## config.mk

```make
export PLATFORM = sky130hd
export DESIGN_NAME = msg_block_buffer
export DESIGN_NICKNAME = d
export VERILOG_FILES = /design/src/rtl/msg_block_buffer.sv
export SDC_FILE = /design/constraint.sdc
export NUM_CORES = 2
export LEC_CHECK = 0
export ABC_AREA = 0
export CAP_MARGIN = 30
export CELL_PAD_IN_SITES_DETAIL_PLACEMENT = 1
export CELL_PAD_IN_SITES_GLOBAL_PLACEMENT = 2
export CORE_UTILIZATION = 38
export DETAILED_ROUTE_END_ITERATION = 6
export GPL_TIMING_DRIVEN = 0
export PLACE_DENSITY = 0.77
export SYNTH_ARGS = -nofsm -noshare
export SYNTH_HDL_FRONTEND = slang
export SYNTH_SLANG_ARGS = --single-unit
```

## constraint.sdc

```tcl
create_clock -name clk -period 7.3 [get_ports clk]
set_clock_uncertainty 0.05 [all_clocks]
set_input_delay 1.095 -clock clk [delete_from_list [all_inputs] [get_ports clk]]
set_output_delay 1.095 -clock clk [all_outputs]
set_load 0.01 [all_outputs]
```

## src/rtl/msg_block_buffer.sv

```systemverilog
// msg_block_buffer: gathers a BLAKE2s message byte stream into 64-byte
// blocks held in two ping-pong buffers. Each completed block carries its
// first/last flags and the byte offset t that the compression core needs.
// Bytes that arrive while both buffers are full are dropped, and a sticky
// overflow flag records the loss.
module msg_block_buffer (
  input  logic         clk,
  input  logic         reset,
  input  logic         data_v_i,
  input  logic [7:0]   data_i,
  input  logic [5:0]   data_idx_i,
  input  logic         block_first_i,
  input  logic         block_last_i,
  input  logic [63:0]  ll_i,
  output logic         blk_v_o,
  input  logic         blk_ready_i,
  output logic [511:0] blk_o,
  output logic         blk_first_o,
  output logic         blk_last_o,
  output logic [63:0]  t_o,
  output logic         overflow_o
);

  // Two block buffers, each with its own first/last flags and t value.
  logic [511:0] r_buf   [2];
  logic         r_first [2];
  logic         r_last  [2];
  logic [63:0]  r_t     [2];

  logic         r_fill_ptr;
  logic         r_rd_ptr;
  logic [1:0]   r_count;
  logic [63:0]  r_t_q;
  logic         r_overflow;

  logic         w_accept;
  logic         w_drop;
  logic         w_pop;
  logic [63:0]  w_t_next;
  logic         w_is_last;
  logic         w_complete;

  // Accept/drop/pop decisions and the running byte offset for this cycle.
  always_comb begin
    // NOTE: every signal gets a default first, so no path through this
    // block leaves one unassigned and no latch is inferred.
    w_accept   = 1'b0;
    w_drop     = 1'b0;
    w_pop      = 1'b0;
    w_t_next   = r_t_q;
    w_is_last  = 1'b0;
    w_complete = 1'b0;

    w_accept = data_v_i && (r_count != 2'd2);
    w_drop   = data_v_i && (r_count == 2'd2);
    w_pop    = (r_count != 2'd0) && blk_ready_i;

    // Byte 0 of the first block restarts the count of bytes seen.
    if (block_first_i && (data_idx_i == 6'd0)) begin
      w_t_next = 64'd1;
    end else begin
      w_t_next = r_t_q + 64'd1;
    end

    // The last block may end short of 64 bytes once the full length is seen.
    w_is_last  = block_last_i && (w_t_next == ll_i);
    w_complete = w_accept && ((data_idx_i == 6'd63) || w_is_last);
  end

  // Buffer contents, stored flags and t values.
  always_ff @(posedge clk) begin
    if (reset) begin
      // NOTE: the buffers are cleared on reset (and on every pop) because
      // the unwritten tail of a short last block must read as zero.
      for (int i = 0; i < 2; i++) begin
        r_buf[i]   <= '0;
        r_first[i] <= 1'b0;
        r_last[i]  <= 1'b0;
        r_t[i]     <= '0;
      end
    end else begin
      // The popped buffer and the fill buffer always differ when both act
      // in one cycle: a pop needs count>0, and then the fill buffer is the
      // other one.
      if (w_pop) begin
        r_buf[r_rd_ptr]   <= '0;
        r_first[r_rd_ptr] <= 1'b0;
        r_last[r_rd_ptr]  <= 1'b0;
        r_t[r_rd_ptr]     <= '0;
      end
      if (w_accept) begin
        r_buf[r_fill_ptr][{data_idx_i, 3'b000} +: 8] <= data_i;
      end
      if (w_complete) begin
        r_first[r_fill_ptr] <= block_first_i;
        r_last[r_fill_ptr]  <= w_is_last;
        r_t[r_fill_ptr]     <= w_is_last ? ll_i : w_t_next;
      end
    end
  end

  // Pointers, occupancy, running offset and the sticky overflow flag.
  always_ff @(posedge clk) begin
    if (reset) begin
      r_fill_ptr <= 1'b0;
      r_rd_ptr   <= 1'b0;
      r_count    <= 2'd0;
      r_t_q      <= '0;
      r_overflow <= 1'b0;
    end else begin
      // NOTE: non-blocking assignments, so every register here reads the
      // values from before this edge regardless of statement order.
      if (w_accept) begin
        r_t_q <= w_t_next;
      end
      if (w_complete) begin
        r_fill_ptr <= ~r_fill_ptr;
      end
      if (w_pop) begin
        r_rd_ptr <= ~r_rd_ptr;
      end
      unique case ({w_complete, w_pop})
        2'b10:   r_count <= r_count + 2'd1;
        2'b01:   r_count <= r_count - 2'd1;
        default: r_count <= r_count;
      endcase
      if (w_drop) begin
        r_overflow <= 1'b1;
      end
    end
  end

  assign blk_v_o     = (r_count != 2'd0);
  assign blk_o       = r_buf[r_rd_ptr];
  assign blk_first_o = r_first[r_rd_ptr];
  assign blk_last_o  = r_last[r_rd_ptr];
  assign t_o         = r_t[r_rd_ptr];
  assign overflow_o  = r_overflow;

endmodule

```

==> metrics.md <==
| Metric | Value |
|---|---|
| Routed len/inst | 32.2 µm |
| Number of flip-flops and latches in the synthesized netlist | 1,226 |
| Total power per unit cell area | 236 mW/mm² |
| Mean Syn Cell Area | 12.3 µm² |
| Fraction of final layout cells with drive strength greater than 1 | 0.172 |
| Static Leak | 23.5 nW |
| Initial core utilization | 0.385 |
| Num ports | 664 |
| Status | finished clean |
| Area enclosed by the die boundary | 0.145 mm² |
| Worst hold margin | 425 ps |
| R2R depth | 17 |
| Hold-critical path depth | 2 |
| Overflow left after global routing | 0 |
| Filler cell count in the final layout | 14,758 |
| Slew Limit Fails | 0 |
| Count of port buffers added during placement | 662 |
| Number of antenna violations at the first check in global routing | 15 |
| Global Route Usage Sum | 0.317 |
| Critical-path maximum fanout | 57 |
| Routability Congestion | 0.962 |
| Endpoints failing hold | 0 |
| Post-route setup TNS | 0 ps |
| Required time of the critical path | 7710 ps |
| Minimum clock period | 7270 ps |
| Total number of clock tree sinks | 1,226 |
| Synthesis-to-finish area growth | 26.5% |
| Leading post-synthesis cells by cell area | sky130_fd_sc_hd__edfxtp_1 (63%), sky130_fd_sc_hd__mux2_2 (12%), sky130_fd_sc_hd__nor2_1 (8.7%), sky130_fd_sc_hd__nand2_1 (2.8%), sky130_fd_sc_hd__dfxtp_1 (2.6%) |
| Post-synth EDFFs | 1,156 |
| Row Count | 138 |
| Die boundary width | 381 µm |
| Iteration count of the initial detailed-routing pass | 5 |
| Total Power | 16.3 mW |
| Path class of the lowest-slack min-delay path | register to register |
| VDD IR max | 0.223 mV |
| CTS Root Cell | sky130_fd_sc_hd__clkbuf_16 |
| Number of H-tree levels | 4 |
| Post-route standard cell area excluding fillers | 0.0692 mm² |
| Yosys warning count | 0 |
| Headroom to the max-slew limit | 0.259 |
| Max-cap check violation count | 0 |
| Net total in the final layout | 5,396 |
| Count leader, synth | sky130_fd_sc_hd__nor2_1 |
| Clock tree buffer depth | 3 |
| Final period util | 0.995 |
| Synthesized area | 0.0547 mm² |
| Top post-synthesis cells by count | sky130_fd_sc_hd__nor2_1 (1,264), sky130_fd_sc_hd__edfxtp_1 (1,156), sky130_fd_sc_hd__mux2_2 (582) |
| Reg clk slew, reported paths | 50 ps |
| Iter 0 DRT Violations | 4,887 |
| Total Routed Length | 235,000 µm |
| Part of the Yosys area used for sequential elements | 0.661 |
| Kind of critical path | input pin to register |
| Global-route wire length before repair | 322,000 µm |
| Placed instance area | 0.0645 mm² |
| # DRC | 0 |
| Main flop type after synthesis | sky130_fd_sc_hd__edfxtp_1 |
| Pin count of the biggest net entering global routing | 58 |
| Layout Cells excl Fill | 7,315 |
| Synth unique cells | 75 |
| Arr. time, crit path | 7680 ps |
| Clk Latency, worst-skew pair | 800 ps |
| Clock buffers created by TritonCTS | 139 |
| Total half-perimeter wirelength after legalization and detailed placement | 175,000 µm |
| Crit. End Element | register |
| Die Span Y | 381 µm |
| Proportion of synthesized flip-flops having asynchronous set or reset | 0 |
| Total placed cells including tap cells | 7,050 |
| Routed vias | 41,537 |
| Top cell type's share of synthesized area | 0.635 |
| Synth area leader | sky130_fd_sc_hd__edfxtp_1 |
| Maximum clock frequency | 138 MHz |
| Core area | 0.142 mm² |
| Kind of start point of the critical path | input pin |
| Final setup vio count | 0 |
| Post-synthesis net count | 4,536 |
| Post-Syn Instances | 4,447 |
| Hold_buf cts | 0 |
| Number of routed nets with antenna violations | 0 |
| Via density per instance | 5.68 |
| Worst-Margin Slew | 1110 ps |
| TritonCTS clock tree | done |
| Via count of the first global-routing pass | 41,141 |
==> stage by stage <==
stage | util | setup slack (ps)
after floorplan | - | 933
after global placement | 0.448 | -3620
after detailed placement | 0.454 | -1270
after CTS | 0.486 | 67.2
after global routing | 0.487 | -30.5
final | 0.487 | 33.2
==> final cells by class <==
cell class	instances	area (µm²)	share of cell area
Antenna cell	5	12.5	0.000181
Buffer	253	1050	0.0152
Clock buffer	172	3600	0.0521
Clock inverter	82	970	0.0140
Inverter	18	67.6	0.000977
Multi-Input combinational cell	2950	17500	0.253
Sequential cell	1226	36100	0.522
Tap cell	1890	2360	0.0342
Timing Repair Buffer	719	7480	0.108
==> logic make-up (layout without fill, tap and decap cells) <==
family / Yosys count / after routing / share of synthesized area
adders and majority gates: 5 / 5 / 0.00114
xor gates and xnor gates: 72 / 72 / 0.0115
and+or+nand+nor: 2068 / 2068 / 0.161
buffers and inverters: 271 / 1244 / 0.0199
DFF: 1226 / 1226 / 0.661
AOI/OAI and AO/OA: 211 / 211 / 0.0238
muxes: 594 / 594 / 0.122
other: 0 / 5 / 0
==> critical path, cell delays in order <==
cell and delay [ps]:
sky130_fd_sc_hd__clkdlybuf4s50_1 590, sky130_fd_sc_hd__inv_1 130, sky130_fd_sc_hd__ha_1 310, sky130_fd_sc_hd__nor3b_4 640, sky130_fd_sc_hd__and2_1 220, sky130_fd_sc_hd__clkbuf_1 250, sky130_fd_sc_hd__buf_2 370, sky130_fd_sc_hd__buf_2 390
sky130_fd_sc_hd__buf_2 420, sky130_fd_sc_hd__nor2_1 100, sky130_fd_sc_hd__mux2i_2 450, sky130_fd_sc_hd__xnor2_1 170, sky130_fd_sc_hd__a21oi_1 150, sky130_fd_sc_hd__nand4_1 160, sky130_fd_sc_hd__nor4_1 510, sky130_fd_sc_hd__nand4_1 170
sky130_fd_sc_hd__buf_4 210, sky130_fd_sc_hd__a21o_1 260, sky130_fd_sc_hd__buf_4 240, sky130_fd_sc_hd__buf_6 180, sky130_fd_sc_hd__nand2_4 230, sky130_fd_sc_hd__buf_16 300
==> path summary, 6_finish.rpt <==
kind	endpoint	startpoint	slack [ps]
setup / recovery	r_t[1][8]$_SDFFCE_PN0P_	data_idx_i[0]	30
hold / removal	overflow_o$_SDFFE_PP0P_	overflow_o$_SDFFE_PP0P_	430
setup reg to reg	r_t[1][8]$_SDFFCE_PN0P_	r_t_q[17]$_SDFFE_PP0P_	900
hold reg to reg	overflow_o$_SDFFE_PP0P_	overflow_o$_SDFFE_PP0P_	430
==> per-layer routing <==
layer	GRT usage	up-vias	routed length, µm
li1	-	17557	-
met1	0.424	21577	95800
met2	0.513	2024	111000
met3	0.0523	369	18300
met4	0.130	10	10200
met5	0	-	98
==> state kept, by name, summed over array words and instances (netlist names), named ones only <==
register / flops
r_t: 128
r_count: 2
r_rd_ptr: 1
overflow_o: 1
r_first: 2
r_t_q: 64
r_fill_ptr: 1
r_last: 2
r_buf: 1024
==> cells in the final DEF, fill, tap and decap left out, types with 27 or more instances in the layout <==
cell and n:
sky130_fd_sc_hd__and2_1 34, sky130_fd_sc_hd__nor3_1 72, sky130_fd_sc_hd__clkbuf_16 139, sky130_fd_sc_hd__mux2_2 582, sky130_fd_sc_hd__o21ai_0 41, sky130_fd_sc_hd__xnor2_1 39, sky130_fd_sc_hd__nor4_1 33, sky130_fd_sc_hd__and3_1 27
sky130_fd_sc_hd__nor2_1 1264, sky130_fd_sc_hd__edfxtp_1 1156, sky130_fd_sc_hd__nand3_1 67, sky130_fd_sc_hd__clkinv_1 29, sky130_fd_sc_hd__nand2_1 411, sky130_fd_sc_hd__a21oi_1 85, sky130_fd_sc_hd__clkbuf_1 211, sky130_fd_sc_hd__buf_8 32
sky130_fd_sc_hd__buf_2 28, sky130_fd_sc_hd__clkdlybuf4s50_1 662, sky130_fd_sc_hd__xor2_1 33, sky130_fd_sc_hd__nand4_1 38, sky130_fd_sc_hd__dfxtp_1 70
==> report_power, final <==
| group | switching, mW | internal (mW) | leakage [nW] |
|---|---|---|---|
| registers | 0.0614 | 7.90 | 12.5 |
| logic | 0.824 | 0.453 | 8.77 |
| clock network | 3.07 | 4.00 | 2.21 |
| total | 3.95 | 12.4 | 23.5 |
==> repair_timing <==
| item | 4_1_cts | 5_1_grt |
|---|---|---|
| gates resized for setup | 4 | 3 |
| setup endpoints to repair | 97 | 88 |
| buffers inserted | 0 | 1 |
| endpoints found under the hold margin | 0 | 0 |
Power figures use the tool's default switching activity.
